**config.mk**
```make
export PLATFORM = sky130hd
export DESIGN_NAME = lsu_subword_flat
export DESIGN_NICKNAME = d
export VERILOG_FILES = /design/src/rtl/lsu_subword_if.sv /design/src/rtl/lsu_subword.sv /design/src/flat_wrapper.sv
export SDC_FILE = /design/constraint.sdc
export NUM_CORES = 1
export LEC_CHECK = 0
export BUFFER_PORTS_ARGS = -buffer_cell sky130_fd_sc_hd__buf_2
export CORE_ASPECT_RATIO = 1.1
export CORE_MARGIN = 5
export CORE_UTILIZATION = 30
export CTS_BUF_LIST = sky130_fd_sc_hd__clkbuf_8
export CTS_CLUSTER_DIAMETER = 150
export DETAILED_ROUTE_END_ITERATION = 8
export SETUP_SLACK_MARGIN = 0.5
export SLEW_MARGIN = 15
export SYNTH_ARGS = -nofsm -noshare
export SYNTH_HDL_FRONTEND = slang
export SYNTH_SLANG_ARGS = --single-unit
export TNS_END_PERCENT = 100
```
**constraint.sdc**
```tcl
create_clock -name clk -period 2.3 [get_ports clk]
set_input_delay 0.46 -clock clk [delete_from_list [all_inputs] [get_ports clk]]
set_output_delay 0.46 -clock clk [all_outputs]
set_load 0.1 [all_outputs]
```
**src/rtl/lsu_subword_if.sv**
```systemverilog
// Request, response and data-memory signals between the MEM stage and lsu_subword.
// slave is the LSU side; master is the pipeline/memory side that drives requests and read data.
interface lsu_subword_if #(
  parameter int ADDR_WIDTH = 10
);
  logic                  req_valid;
  logic                  req_we;
  logic [2:0]            req_funct3;
  logic [31:0]           req_addr;
  logic [31:0]           req_wdata;
  logic                  stall;
  logic [31:0]           load_data;
  logic                  misaligned_err;
  logic                  mem_we;
  logic [ADDR_WIDTH-1:0] mem_addr;
  logic [31:0]           mem_din;
  logic [31:0]           mem_dout;

  modport slave (
    input  req_valid, req_we, req_funct3, req_addr, req_wdata, mem_dout,
    output stall, load_data, misaligned_err, mem_we, mem_addr, mem_din
  );

  modport master (
    output req_valid, req_we, req_funct3, req_addr, req_wdata, mem_dout,
    input  stall, load_data, misaligned_err, mem_we, mem_addr, mem_din
  );
endinterface

```
**src/rtl/lsu_subword.sv**
```systemverilog
// RV32I sub-word load/store to a word-wide memory: loads 0 cycles, SB/SH 1-cycle RMW stall.
// With LSU_MISALIGNED_SPLIT_EN misaligned loads stall 1 cycle and stores 3; otherwise they raise misaligned_err.
module lsu_subword #(
  parameter int ADDR_WIDTH = 10
) (
  input logic          clk,
  input logic          rst,
  lsu_subword_if.slave bus
);

  typedef enum logic [2:0] {
    S_IDLE,
    S_RMW_WR
`ifdef LSU_MISALIGNED_SPLIT_EN
    , S_LD_HI,
    S_ST_LO_WR,
    S_ST_HI_RD,
    S_ST_HI_WR
`endif
  } state_t;

  state_t                r_state;
  logic [ADDR_WIDTH-1:0] r_idx;
  logic [31:0]           r_wdat;

  logic [ADDR_WIDTH-1:0] w_idx;
  logic [1:0]            w_lane;
  logic                  w_is_b;
  logic                  w_is_h;
  logic                  w_is_w;
  logic                  w_mis;
  logic [3:0]            w_be;
  logic [3:0]            w_be_lo;
  logic [31:0]           w_dat_lo;
  logic [31:0]           w_merge_lo;
  logic                  w_unused_addr;

  function automatic logic [31:0] f_merge(input logic [31:0] old, input logic [31:0] dat,
                                          input logic [3:0] be);
    logic [31:0] m;
    m = {{8{be[3]}}, {8{be[2]}}, {8{be[1]}}, {8{be[0]}}};
    return (old & ~m) | (dat & m);
  endfunction

  function automatic logic [31:0] f_extend(input logic [31:0] w, input logic [1:0] sz,
                                           input logic uns);
    case (sz)
      2'b00:   return uns ? {24'h0, w[7:0]}  : {{24{w[7]}}, w[7:0]};
      2'b01:   return uns ? {16'h0, w[15:0]} : {{16{w[15]}}, w[15:0]};
      default: return w;
    endcase
  endfunction

  assign w_idx         = bus.req_addr[ADDR_WIDTH+1:2];
  assign w_lane        = bus.req_addr[1:0];
  assign w_unused_addr = ^bus.req_addr[31:ADDR_WIDTH+2];
  assign w_is_b        = (bus.req_funct3[1:0] == 2'b00);
  assign w_is_h        = (bus.req_funct3[1:0] == 2'b01);
  assign w_is_w        = !w_is_b && !w_is_h;
  assign w_mis         = (w_is_h && w_lane[0]) || (w_is_w && (w_lane != 2'b00));
  assign w_be          = w_is_b ? 4'b0001 : (w_is_h ? 4'b0011 : 4'b1111);

`ifdef LSU_MISALIGNED_SPLIT_EN
  logic [31:0] r_lo_word;
  logic [1:0]  r_lane;
  logic [1:0]  r_size;
  logic        r_uns;
  logic [3:0]  r_hi_be;
  logic [31:0] r_hi_dat;
  logic [7:0]  w_be_all;
  logic [63:0] w_dat_all;
  logic [63:0] w_ld_cat;

  // Byte enables and data laid out across words N (low half) and N+1 (high half).
  assign w_be_all  = {4'b0000, w_be} << w_lane;
  assign w_dat_all = {32'h0, bus.req_wdata} << {w_lane, 3'b000};
  assign w_be_lo   = w_be_all[3:0];
  assign w_dat_lo  = w_dat_all[31:0];
  assign w_ld_cat  = {bus.mem_dout, r_lo_word};
`else
  assign w_be_lo   = w_be << w_lane;
  assign w_dat_lo  = bus.req_wdata << {w_lane, 3'b000};
`endif

  assign w_merge_lo = f_merge(bus.mem_dout, w_dat_lo, w_be_lo);

  always_comb begin
    bus.stall          = 1'b0;
    bus.load_data      = 32'h0;
    bus.misaligned_err = 1'b0;
    bus.mem_we         = 1'b0;
    bus.mem_addr       = w_idx;
    bus.mem_din        = bus.req_wdata;
    case (r_state)
      S_IDLE: begin
        if (bus.req_valid) begin
          if (w_mis) begin
`ifdef LSU_MISALIGNED_SPLIT_EN
            bus.stall = 1'b1;
`else
            bus.misaligned_err = 1'b1;
`endif
          end else if (bus.req_we) begin
            bus.mem_we = w_is_w;
            bus.stall  = !w_is_w;
          end else begin
            bus.load_data = f_extend(bus.mem_dout >> {w_lane, 3'b000},
                                     bus.req_funct3[1:0], bus.req_funct3[2]);
          end
        end
      end
      S_RMW_WR: begin
        bus.mem_we   = 1'b1;
        bus.mem_addr = r_idx;
        bus.mem_din  = r_wdat;
      end
`ifdef LSU_MISALIGNED_SPLIT_EN
      S_LD_HI: begin
        bus.mem_addr  = r_idx;
        bus.load_data = f_extend(w_ld_cat[{r_lane, 3'b000} +: 32], r_size, r_uns);
      end
      S_ST_LO_WR: begin
        bus.mem_we   = 1'b1;
        bus.mem_addr = r_idx;
        bus.mem_din  = r_wdat;
        bus.stall    = 1'b1;
      end
      S_ST_HI_RD: begin
        bus.mem_addr = r_idx;
        bus.stall    = 1'b1;
      end
      S_ST_HI_WR: begin
        bus.mem_we   = 1'b1;
        bus.mem_addr = r_idx;
        bus.mem_din  = r_wdat;
      end
`endif
      default: ;
    endcase
    // Reset must also squash a pending RMW write in the same cycle.
    if (rst) begin
      bus.stall          = 1'b0;
      bus.load_data      = 32'h0;
      bus.misaligned_err = 1'b0;
      bus.mem_we         = 1'b0;
    end
  end

  always_ff @(posedge clk) begin
    if (rst) begin
      r_state   <= S_IDLE;
      r_idx     <= '0;
      r_wdat    <= 32'h0;
`ifdef LSU_MISALIGNED_SPLIT_EN
      r_lo_word <= 32'h0;
      r_lane    <= 2'b00;
      r_size    <= 2'b00;
      r_uns     <= 1'b0;
      r_hi_be   <= 4'h0;
      r_hi_dat  <= 32'h0;
`endif
    end else begin
      case (r_state)
        S_IDLE: begin
          if (bus.req_valid && !w_mis && bus.req_we && !w_is_w) begin
            r_idx   <= w_idx;
            r_wdat  <= w_merge_lo;
            r_state <= S_RMW_WR;
          end
`ifdef LSU_MISALIGNED_SPLIT_EN
          if (bus.req_valid && w_mis) begin
            if (bus.req_we) begin
              r_idx    <= w_idx;
              r_wdat   <= w_merge_lo;
              r_hi_be  <= w_be_all[7:4];
              r_hi_dat <= w_dat_all[63:32];
              r_state  <= S_ST_LO_WR;
            end else begin
              r_idx     <= w_idx + 1'b1;
              r_lo_word <= bus.mem_dout;
              r_lane    <= w_lane;
              r_size    <= bus.req_funct3[1:0];
              r_uns     <= bus.req_funct3[2];
              r_state   <= S_LD_HI;
            end
          end
`endif
        end
        S_RMW_WR: r_state <= S_IDLE;
`ifdef LSU_MISALIGNED_SPLIT_EN
        S_LD_HI: r_state <= S_IDLE;
        S_ST_LO_WR: begin
          r_idx   <= r_idx + 1'b1;
          r_state <= S_ST_HI_RD;
        end
        S_ST_HI_RD: begin
          r_wdat  <= f_merge(bus.mem_dout, r_hi_dat, r_hi_be);
          r_state <= S_ST_HI_WR;
        end
        S_ST_HI_WR: r_state <= S_IDLE;
`endif
        default: r_state <= S_IDLE;
      endcase
    end
  end

endmodule

```
**src/flat_wrapper.sv**
```systemverilog
// flat-port wrapper written by rule: the top's interface ports become plain ports
module lsu_subword_flat 
#(
  parameter int ADDR_WIDTH = 10
)
  (clk, rst, bus_req_valid, bus_req_we, bus_req_funct3, bus_req_addr, bus_req_wdata, bus_mem_dout, bus_stall, bus_load_data, bus_misaligned_err, bus_mem_we, bus_mem_addr, bus_mem_din);
  lsu_subword_if #(.ADDR_WIDTH(ADDR_WIDTH)) bus_i ();
  input logic clk;
  input logic rst;
  input wire logic [$bits(bus_i.req_valid)-1:0] bus_req_valid;
  input wire logic [$bits(bus_i.req_we)-1:0] bus_req_we;
  input wire logic [$bits(bus_i.req_funct3)-1:0] bus_req_funct3;
  input wire logic [$bits(bus_i.req_addr)-1:0] bus_req_addr;
  input wire logic [$bits(bus_i.req_wdata)-1:0] bus_req_wdata;
  input wire logic [$bits(bus_i.mem_dout)-1:0] bus_mem_dout;
  output wire logic [$bits(bus_i.stall)-1:0] bus_stall;
  output wire logic [$bits(bus_i.load_data)-1:0] bus_load_data;
  output wire logic [$bits(bus_i.misaligned_err)-1:0] bus_misaligned_err;
  output wire logic [$bits(bus_i.mem_we)-1:0] bus_mem_we;
  output wire logic [$bits(bus_i.mem_addr)-1:0] bus_mem_addr;
  output wire logic [$bits(bus_i.mem_din)-1:0] bus_mem_din;
  assign bus_i.req_valid = bus_req_valid;
  assign bus_i.req_we = bus_req_we;
  assign bus_i.req_funct3 = bus_req_funct3;
  assign bus_i.req_addr = bus_req_addr;
  assign bus_i.req_wdata = bus_req_wdata;
  assign bus_i.mem_dout = bus_mem_dout;
  assign bus_stall = bus_i.stall;
  assign bus_load_data = bus_i.load_data;
  assign bus_misaligned_err = bus_i.misaligned_err;
  assign bus_mem_we = bus_i.mem_we;
  assign bus_mem_addr = bus_i.mem_addr;
  assign bus_mem_din = bus_i.mem_din;
  lsu_subword #(.ADDR_WIDTH(ADDR_WIDTH)) u_core (.clk(clk), .rst(rst), .bus(bus_i));
endmodule
```
==> summary by stage, run 1 <==
Logic synthesis
The number of warnings reported in the yosys synthesis log is 0. The most used flip-flop cell after synthesis is dfxtp_1. Ranked by total cell area, the synthesized netlist is headed by dfxtp_1 (23%), mux2_2 (13%), mux2i_1 (13%).

The mean post-synth cell area is 8.061 sq um. The most used standard cell by instance count after synthesis is nand2_1. After technology mapping, the gate count stands at 461.

The mapped netlist covers 3716 sq um. In this run, synthesis inferred 0 flip-flops with an integrated enable. The share of flip-flops with an asynchronous set or reset after synthesis is 0%. The number of distinct standard cells referenced by the synthesized netlist is 42.

The largest total area in the synthesized netlist belongs to dfxtp_1. The number of synthesized register bits is 43. Ranked by instance count, the synthesized netlist is headed by nand2_1 (86), mux2i_1 (48), dfxtp_1 (43), mux2_2 (43), a21oi_1 (34). The net count after synthesis is 564. The share of Yosys cell area claimed by the top area cell type is 23.16%.

The proportion of synthesized chip area in sequential cells is 23.16%.

Pwr
The net switching power of the design is 0.001263 W. The proportion of power drawn by the clock network is 17.3%. The share of total power consumed by net switching is 44.18%. The overall power is 0.002859 W. The static leakage power is 3.305 nW. Combinational logic burns 54.7% of the power. The largest voltage drop on the vdd net is 0.3461 mV. Power spread over the standard cell area amounts to 361.0 nW/um^2. Sequential cells account for 28.0% of the total power. The internal power summed over all cells is 0.001596 W.

Die
The placement row count is 42. The die covers 14720 sq um. The starting utilization of the core area is 30.75%. The region available for standard cell placement spans 12090 sq um. The floorplan step set the die width to 116.1 microns. For this design the top-level I/O count stands at 180. The die boundary height is 126.7 microns.

STA
Setup violations remaining at the end of the flow were counted as 16. The remaining max-slew budget at the tightest pin is 50.17%. On the final layout, the worst hold slack is 0.4153 ns. The number of endpoints with negative hold slack in the final report is 0.

Adding up every negative setup slack in the final design gives -0.5871 ns. The total count of max-transition violations in the final report is 0. For this run, the top clock speed supported by timing is 0.4245 GHz. The worst setup slack after layout is -0.05581 ns.

Counting I/O delays and the setup requirement, the final critical path takes 2.356 ns. The clock arrives with 0.004946 ns of skew. Dividing the final minimum period by the clock period gives 102.4%. At the pin with the least slew margin, the transition time is 0.7474 ns. Setup repair after global routing could not meet its margin everywhere.

Clock network
The clock buffer count from CTS is 5. Counting every sink on the clock net gives 43. At the later pin of the worst-skew pair, clock insertion delay measures 0.31 ns.

The root buffer selected by CTS is clkbuf_8. The CTS tree is done. The clock passes through at most 2 buffers. The clock slew at the register clock pins of the worst setup and hold paths is 0.08 ns. The clock tree synthesis step divided the H-tree into 2 levels.

Setup path
For the worst setup path, the data arrival time is 1.90 ns. The worst flop-to-flop path endpoint is u_core.r_wdat[15]. The worst setup path is launched from an input port.

The worst setup path category is input port to primary output. The register-to-register setup slack is 0.33 ns. The critical-path maximum fanout is 8. At the worst endpoint, the required time is 1.84 ns. The worst flop-to-flop path startpoint is u_core.r_state[0]. STA classifies the critical path endpoint as a primary output. Counting cells, the worst reg-to-reg path comes to 9.

GRT
The first global-routing pass estimated 26.34 mm of wire. Entering global routing, the biggest net connects 45 pins. In the global route stage, overall resource usage came out at 23.12%. The number of antenna violations at the first check in global routing is 0. The total congestion overflow after global routing is 0.

The number of global-route vias before repair is 4534.

Status
The flow ran to the end, but the final reports show violations. The final reports fail on setup timing.

Final layout
The share of post-route cells with drive strength above 1 is 63.58%. The number of antenna repair diodes is 0. The net count reported at finish is 772.

The area growth from synthesis to layout is 113.2%.

Place
The routability congestion estimate is 0.8589. The number of buffer cells added on primary ports is 159. The detailed-placement wirelength estimate is 11.92 mm.

Drt
Once detail routing completed, the nets flagged for antenna violations numbered 0. Before antenna repair, the detailed router went through 5 iterations. For this block, the routed nets add up to 18.72 mm of wire. The routed length per instance is 22.72 microns. The first routing iteration left 416 violations.

In the routed design, unresolved DRC markers number 0. In the routed layout, each cell is associated on average with a via count of 5.653. The total via count after detailed routing is 4658.

Worst hold path
The path class of the tightest hold or removal check is input port to register. Counting instances, the worst hold path has a depth of 3. The worst min-delay path startpoint is bus_req_addr[11]. The destination of the worst hold path is u_core.r_idx[9].

Run
The max-capacitance violation count is 0.
## cell families after synthesis
kind of cell	after synthesis	share of synthesized area [%]
mux	93	26.77
simple gates	156	18.35
buf+inv	49	8.687
xor+xnor	1	0.2357
flops	43	23.17
compound gates	119	22.80
## critical path: stages
cell       delay [ns]
buf_8            0.10
mux2_4           0.29
a22o_1           0.26
o2111ai_4        0.30
buf_16           0.22
o21ai_4          0.08
buf_12           0.17
## per-stage QoR
stage / utilization (%) / setup slack [ns] / instances / instance area [sq um]
6_report: 65.54 / -0.05581 / 824 / 7921
5_1_grt: 65.54 / -0.1117 / 824 / 7921
4_1_cts: 60.04 / -0.06767 / 813 / 7257
3_5_place_dp: 47.43 / -0.09057 / 773 / 5733
3_3_place_gp: 47.43 / -0.07515 / 773 / 5733
2_1_floorplan: - / -0.5533 / 461 / 4124
## power by group through the flow
| stage | registers [W] | logic [W] | clock network [W] |
|---|---|---|---|
| 2_1_floorplan | 0.000801 | 0.000842 | 0 |
| 3_3_place_gp | 0.000807 | 0.00114 | 0 |
| 3_5_place_dp | 0.000808 | 0.00115 | 0 |
| 4_1_cts | 0.000791 | 0.00144 | 0.000492 |
| 5_1_grt | 0.000803 | 0.00162 | 0.000542 |
| 6_report | 0.000801 | 0.00156 | 0.000493 |
## cells in the final DEF (no fill, tap or decap), drive strengths merged, types with 2 or more instances in the layout
cell,synthesis,routed
nor2,33,33
nand2,87,88
clkbuf,11,9
clkinv,1,2
mux2i,48,48
o211ai,9,9
or3,2,2
buf,36,243
a21oi,35,35
a211oi,30,30
a311oi,8,8
o2bb2ai,7,7
nand3,17,17
dfxtp,43,43
mux2,45,45
nor2b,9,9
o21ai,26,26
inv,1,3
## registers in the layout (all words and copies together) (netlist names)
signal / flops
u_core.r_idx: 10
u_core.r_state: 1
u_core.r_wdat: 32
## metal layers
| metal | GRT usage, % | up-vias | part of all wire [%] |
|---|---|---|---|
| met5 | 0 | - | 0 |
| met4 | 9.829 | 0 | 4.3 |
| met3 | 3.668 | 56 | 7.4 |
| met2 | 39.49 | 281 | 50 |
| met1 | 28.51 | 2241 | 38 |
| li1 | - | 2080 | - |
## worst max path at each step
stage	to	cells after the start	start	slack, ns
2_1_floorplan	bus_load_data[6]	7	bus_req_funct3[1]	-0.55
4_1_cts	bus_load_data[20]	7	bus_req_addr[1]	-0.07
6_report	bus_load_data[20]	7	bus_req_addr[1]	-0.06
5_1_grt	bus_load_data[20]	7	bus_req_addr[1]	-0.11
3_5_place_dp	bus_load_data[30]	7	bus_req_addr[1]	-0.09
3_3_place_gp	bus_load_data[29]	7	bus_req_addr[1]	-0.08
## final cells by class
class	instances	area (sq um)
fill	882	4165
tap	154	192.7
sequential	43	864.6
multi-input combinational	370	3580
timing repair buffer	247	3196
inverter	2	7.507
clock buffer	5	68.82
clock inverter	3	12.51
## what timing repair did
action	in CTS	in global routing
gates resized for setup	264	113
buffers inserted	23	7
gates cloned	9	4
endpoints found under the setup margin	85	84
pin swaps	18	68
hold buffers	0	0
Power figures use the tool's default switching activity.
==> run 2, diff against run 1 <==
- ABC_AREA: unset -> 1
==> run 2 against run 1 <==
Net effect: the flow now finishes without violations; cell area down 2.1%; via count up 12%; wire length down 5.3%; register-to-register slack better by 0.12 ns; global-route usage down 0.91 points; critical path type is now register to primary output.
==> summary by stage, run 2 <==
Die
180 I/O pins were placed. The total area inside the core boundary comes to 12590 sq um. The die is 128.9 microns tall. The floorplan has 43 rows. For this configuration, the core starts out at a cell density of 30.62%. The width of the die is 118.1 microns. The die outline area is 15220 sq um.

Place
The number of buffer cells added on primary ports is 159. After legalization and detailed placement, the total HPWL measured 12.66 mm. At the end of routability-driven placement, the weighted congestion stood at 0.9507. At the placement stage, the worst setup path has a slack of 0.06222 ns.

Drt
Summed over all layers, the routed wires come to 17.73 mm. The count of nets left with antenna violations once routing finished came out at 0. The routed layout has 5218 vias. The residual DRC count is 0. After detailed routing, the number of vias per cell comes to 5.121. The first-iteration detailed-routing DRC count is 363. Before antenna repair, the detailed router went through 5 iterations. After detailed routing, the average wire length per cell comes to 17.40 microns.

Clock network
In this run the number of H-tree levels came out at 2. The clock buffer count from CTS is 5. The clock slew at the register clock pins of the worst setup and hold paths is 0.09 ns.

The post-cts hold buffer count is 0. The tree is rooted in a clkbuf_8. The clock latency at the later pin of the worst-skew pair is 0.30 ns.

TritonCTS built the clock tree. The number of buffers on the longest clock path is 2. The clock drives 43 sinks.

Logic synthesis
Among all cell types in the netlist, the one instantiated most often is nand2_1. Summed over all instances, the cell type with the most area after synthesis is dfxtp_1. Of all flip-flops after synthesis, the portion carrying an async set or reset was 0%. The synthesized instance count is 683.

The number of distinct standard cells referenced by the synthesized netlist is 27. The mean post-synth cell area is 5.644 sq um. Among all flip-flop cells after synthesis, the most frequent one is dfxtp_1.

The share of the Yosys chip area taken by registers is 22.33%. The number of enable-type register cells in the synthesized netlist is 0. The share of Yosys cell area claimed by the top area cell type is 22.33%.

When the netlist entered floorplanning its net count stood at 786. After synthesis the cells add up to 3855 sq um. Ranked by instance count, the synthesized netlist is headed by nand2_1 (218), o21ai_0 (125), inv_1 (64). Yosys printed 0 warnings. Synthesis inferred 43 register bits.

After synthesis, the cell types taking the most area are dfxtp_1 (22%), nand2_1 (21%), o21ai_0 (16%).

Final layout
The post-route netlist has 42.92% of its cells at a drive strength greater than 1. Leaving out fill and tap cells, the most frequent cell in the layout is nand2_1. The net count reported at finish is 964. The sequential cell area is 864.6 sq um. The area growth from synthesis to layout is 101.3%. The number of antenna repair diodes is 0. The largest registers in the layout are u_core.r_wdat: 32 flops, u_core.r_idx: 10 flops, u_core.r_state: 1 flops. The flip-flop count of the largest register after layout is 32. Counting flops per register, the top entry is u_core.r_wdat. Summing all multi-input logic gate instances after layout gives 3455 sq um.

The count of fill cells added during filler insertion is 1082. The top cell types in the final layout, fill and taps aside, are nand2_1 (178), buf_12 (87), buf_2 (78).

GRT
Summed over all layers, the global routing overflow is 0. Entering global routing, the biggest net connects 51 pins. The number of global-route vias before repair is 5200. Global routing consumed, over all layers together, 22.21% of the routing resources. The number of antenna violations at the first check in global routing is 0. The first global-routing pass estimated 27.38 mm of wire.

STA
The shortest period the worst path allows is 2.146 ns. The number of endpoints with negative hold slack in the final report came to 0. The ratio of final minimum period to clock period is 93.30%. The transition at the pin with the smallest max-transition slack is 0.5820 ns.

The total count of max-transition violations in the final report came to 0. Once routing completed, OpenROAD measured the worst setup slack at 0.1540 ns. The maximum achievable frequency is 0.4660 GHz.

In this run the tightest slew margin relative to its limit is 61.20%. The setup clock skew after layout is 0.003597 ns. Setup repair after global routing could not meet its margin everywhere. The setup total negative slack is 0 ns. The final-report setup violation count is 0.

Setup path
The register-to-register setup slack is 0.45 ns. The critical path is of the register to primary output type. The required arrival time at the worst endpoint is 1.84 ns. The critical path goes through clkinv_4 > nand3_4 > nor2_4 > nand2_8 > buf_12 > a211oi_4 > buf_12. Of all nets on the critical path, the largest fanout is 7.

At the worst endpoint, the arrival time is 1.69 ns. The most frequent cell on the critical path is buf_12. The largest stage delay on the critical path is 0.36 ns. The critical-path cell with the highest stage delay is dfxtp_4.

STA classifies the critical path endpoint as a primary output. The kind of launch point of the worst setup path is a register.

Worst hold path
The path class of the tightest hold or removal check is register to register.

Pwr
In this run the static leakage power is 3.193 nW. The overall power is 0.003053 W. IR analysis of the VDD net gives a maximum drop of 0.3921 mV. Power spread over the standard cell area amounts to 393.5 nW/um^2.

Run
Max-cap violations in this run came to 0.

Status
The run finished with clean final reports.
## run 2: cell count changes in the layout (fill, tap and decap cells not counted), sizes merged, moves of 22 or more
| cell | previous run | this run |
|---|---|---|
| nand2 | 88 | 221 |
| buf | 243 | 216 |
| nor2 | 33 | 58 |
| inv | 3 | 68 |
| a211oi | 30 | 8 |
| mux2 | 45 | 0 |
| a21oi | 35 | 60 |
| o21ai | 26 | 131 |
| mux2i | 48 | 0 |
## run 2: logic make-up after synthesis
family,after synthesis,share of synthesized area (%)
simple gates,315,35.18
compound gates,208,28.82
buf+inv,117,13.66
flops,43,22.33
## run 2: worst paths after layout
check,endpoint,start,cells past startpoint
max,bus_load_data[6],u_core.r_state[0],7
max reg2reg,u_core.r_wdat[21],u_core.r_state[0],9
min,u_core.r_wdat[31],u_core.r_wdat[31],2
min reg2reg,u_core.r_wdat[31],u_core.r_wdat[31],2
## run 2: worst max-delay path: cells and delay by family, from the launching register on
kind                   cells  cell delay, ns
DFF                        1            0.36
and+or+nand+nor            3            0.35
AOI/OAI and AO/OA          1            0.23
buffers and inverters      3            0.43
## run 2: area by class of cell
class / count / share of cell area, %
clock buffers: 5 / 0.8870
clock inverters: 3 / 0.8708
inverters: 70 / 3.725
multi-input cells: 523 / 44.53
flip-flops and latches: 43 / 11.14
well taps: 157 / 2.532
repair buffers: 218 / 36.32
## run 2: timing repair
action,4_1_cts,5_1_grt
gates cloned,10,1
buffers inserted,9,7
resized for setup,80,84
pin swaps,20,17
endpoints found under the setup margin,93,77
## run 2: metrics by stage
step	instances	hold WS (ns)	area [sq um]	util (%)
global route	1019	0.4892	7759	61.63
detailed placement	984	0.4487	6593	52.37
global placement	984	0.4401	6593	52.37
finish	1019	0.4686	7759	61.63
floorplan	683	0.4313	4473	-
CTS	1011	0.4635	7362	58.48
## run 2: power by group
part	internal, W	total, W	switching [W]
registers	0.000770	0.000780	0.0000105
logic	0.000560	0.00155	0.000993
clock network	0.000433	0.000720	0.000286
## run 2: routing by layer
| layer | share of wire, % | track usage (%) | wire (microns) |
|---|---|---|---|
| met5 | 0 | 0 | 0 |
| met4 | 3.2 | 9.649 | 569 |
| met3 | 7.0 | 4.440 | 1244 |
| met2 | 50 | 37.24 | 8863 |
| met1 | 40 | 27.76 | 7055 |
==> run 3, diff against run 2 <==
==> constraint.sdc (replaced) <==
create_clock -name clk -period 2.3 [get_ports clk]
set_input_delay 0.69 -clock clk [delete_from_list [all_inputs] [get_ports clk]]
set_output_delay 0.69 -clock clk [all_outputs]
set_load 0.1 [all_outputs]
==> run 3 against run 2 <==
Net effect: the flow now finishes with violations (setup timing); worst hold slack improved by 0.032 ns; die area is the same; final cell count rose by 4.4%; cell area is 14% higher; combinational power up 11%; global-route usage rose by 2.4 points; sequential power increased by 1%; clock power grew 1%; clock-buffer cell count unchanged; first-iteration DRC count shrank 8.3%; fmax fell by 19%; non-clock buffer count is 45 higher; highest routed layer unchanged.
==> summary by stage, run 3 (synthesized netlist as in run 2, its figures left out) <==
Clock network
Clock-pin slew was measured on the worst setup and hold paths at 0.08 ns. The CTS tree is done. The clock passes through at most 2 buffers.

The root buffer selected by CTS is clkbuf_8. The number of sinks handled by clock tree synthesis is 43. The number of levels in the clock H-tree is 2. The clock buffer count from CTS is 5. The post-cts hold buffer count is 0. The clock latency at the later pin of the worst-skew pair is 0.31 ns.

Setup path
By instance count, the cell type seen most on the critical path is buf_12. Walking the worst path, the cells encountered are buf_12 > buf_12 > o211ai_1 > a21oi_4 > nor2_4 > clkbuf_16 > nor2_4 > buf_12. The depth of the worst register-to-register path is 11. The worst flop-to-flop path startpoint is u_core.r_state[0]. In this run the register-to-register setup slack is 0.49 ns. STA classifies the critical path startpoint as an input port.

The worst flop-to-flop path endpoint is u_core.r_wdat[24]. The worst setup path category is input port to primary output. The largest single stage delay on the critical path is 0.32 ns.

The critical-path maximum fanout is 6. For the worst setup path, the data required time is 1.61 ns. For the worst setup path, the data arrival time is 1.96 ns. On the critical path, the stage with the largest delay is an instance of o211ai_1.

The endpoint kind of the worst setup timing path is a primary output.

GRT
Across every metal layer, demand over resource in global routing totals 24.61%. For this run the aggregate overflow at the end of global routing stands at 0. The number of antenna violations at the first check in global routing is 0. The number of global-route vias before repair is 5477. The wire length of the first global-routing pass is 30.16 mm.

The pin count of the biggest net entering global routing is 53.

Place
Once detailed placement completed, the half-perimeter wirelength came to 13.86 mm. The cell area after placement is 7272 sq um. The number of buffer cells added on primary ports is 159.

The routability congestion estimate is 0.9007.

STA
The maximum achievable frequency is 0.3767 GHz. The remaining max-slew budget at the tightest pin is 71.87%. The number of endpoints with negative hold slack in the final report is 0.

Setup slack on the critical path of the routed design comes to -0.3543 ns. Setup repair after global routing could not meet its margin everywhere. At the pin with the least slew margin, the transition time is 0.4175 ns. The setup clock skew after layout is 0.01092 ns.

The total count of max-transition violations in the final report is 0. Setup violations remaining at the end of the flow were counted as 35. The shortest period the worst path allows is 2.654 ns. After layout, the worst path uses 115.4% of the clock period. The worst hold slack is 0.5006 ns.

Final layout
In the final layout, the registers with the most flip-flops are u_core.r_wdat: 32 flops, u_core.r_idx: 10 flops, u_core.r_state: 1 flops. The library cells used most frequently in the layout, excluding fill and tap cells, are nand2_1 (157), buf_12 (93), buf_2 (78). The final instance area is 8820 sq um. Ranked by flip-flop count, first place goes to u_core.r_wdat. From synthesis to final layout, the design area changed by 128.8%.

The flip-flop count of the largest register after layout is 32. Fill cells in the final layout number 1010. The library cell used most frequently in the layout, excluding fill and tap cells, is nand2_1. After the last flow step, the layout net total stands at 1009. Of the cells placed in the final design, the portion with a size suffix greater than 1 is 54.24%.

The number of antenna repair diodes is 0.

Drt
For this run, design rule violations remaining after detail routing come to 0. The total via count after detailed routing is 5508. The first-iteration detailed-routing DRC count is 333. In the routed layout, each cell is associated on average with a via count of 5.177. The number of nets still failing antenna checks after routing is 0. The first TritonRoute pass finished after 6 iterations. The routed length per instance is 19.09 microns. The total detailed-routing wirelength is 20.31 mm.

Worst hold path
The worst hold path passes through 2 cells. The type of the most critical hold path is register to register. The worst min-delay path startpoint is u_core.r_wdat[23]. The destination of the worst hold path is u_core.r_wdat[23].

Die
180 I/O pins were placed. The die boundary height is 128.9 microns. The floorplan step defined a die boundary enclosing 15220 sq um. The placement row count is 43. The starting utilization of the core area is 30.62%. The die is 118.1 microns wide. The core outline area is 12590 sq um.

Pwr
The static leakage power is 3.858 nW. Dividing total power by cell area gives a power density of 367.0 nW/um^2. The worst-case IR drop observed on VDD is 0.3454 mV.

Status
The run finished, with violations left. The checks that failed: setup timing.

Run
The max-capacitance violation count is 0.
[run 3: cell types whose count changed in the layout (fill, tap and decap cells not counted), sizes merged]
| cell | delta |
|---|---|
| bufbuf | -1 |
| buf | +42 |
| clkbuf | +4 |
[run 3: how the worst max path moves through the flow]
stage                       from                end  slack [ns]  cells past startpoint
6_report         bus_req_addr[0]  bus_load_data[26]       -0.35                      8
5_1_grt          bus_req_addr[0]  bus_load_data[25]       -0.42                      8
4_1_cts          bus_req_addr[0]  bus_load_data[22]       -0.35                      8
3_5_place_dp     bus_req_addr[0]  bus_load_data[21]       -0.82                      8
3_3_place_gp     bus_req_addr[0]  bus_load_data[21]       -0.78                      8
2_1_floorplan  bus_req_funct3[1]  bus_load_data[21]       -0.65                      9
[run 3: final cells by class]
cell class | count | area, sq um | area share [%]
Multi-Input combinational cell | 523 | 3732 | 42.32
Timing Repair Buffer | 263 | 3393 | 38.47
Tap cell | 157 | 196.4 | 2.227
Inverter | 70 | 496.7 | 5.632
Sequential cell | 43 | 864.6 | 9.803
Clock buffer | 5 | 68.82 | 0.7803
Clock inverter | 3 | 67.56 | 0.7661
[run 3: metal layers]
layer	vias up	share of wire [%]	global-route usage, %
met2	236	53	44.92
met1	2587	38	30.13
met4	0	2.6	6.545
li1	2651	-	-
met3	34	6.1	3.824
met5	-	0	0
[run 3: per-stage QoR]
stage	setup WS (ns)	TNS (ns)	util, %	instances	power (W)
after CTS	-0.3512	-10.39	66.66	1049	0.003173
final	-0.3543	-10.35	70.06	1064	0.003237
after global placement	-0.7838	-24.75	57.76	1013	0.002306
after global routing	-0.4150	-12.43	70.06	1064	0.003365
after detailed placement	-0.8216	-26.86	57.76	1013	0.002317
after floorplan	-0.6534	-16.61	-	683	0.001757
[run 3: report_power, final]
| group | total, W | leakage [nW] | switching [W] | internal, W |
|---|---|---|---|---|
| Sequential | 0.000788 | 0.350 | 0.0000180 | 0.000770 |
| Combinational | 0.00172 | 3.44 | 0.00108 | 0.000644 |
| Clock | 0.000728 | 0.0644 | 0.000294 | 0.000433 |
| Total | 0.00324 | 3.86 | 0.00139 | 0.00185 |
[run 3: critical path, delay by kind of cell]
| kind | cells | cell delay, ns |
|---|---|---|
| compound gates | 2 | 0.42 |
| buf+inv | 4 | 0.60 |
| simple gates | 2 | 0.23 |
[run 3: what timing repair did]
action,CTS,global route
gates cloned,12,6
buffers inserted,16,9
gates resized for setup,178,65
pin swaps,41,27
endpoints found under the setup margin,120,120
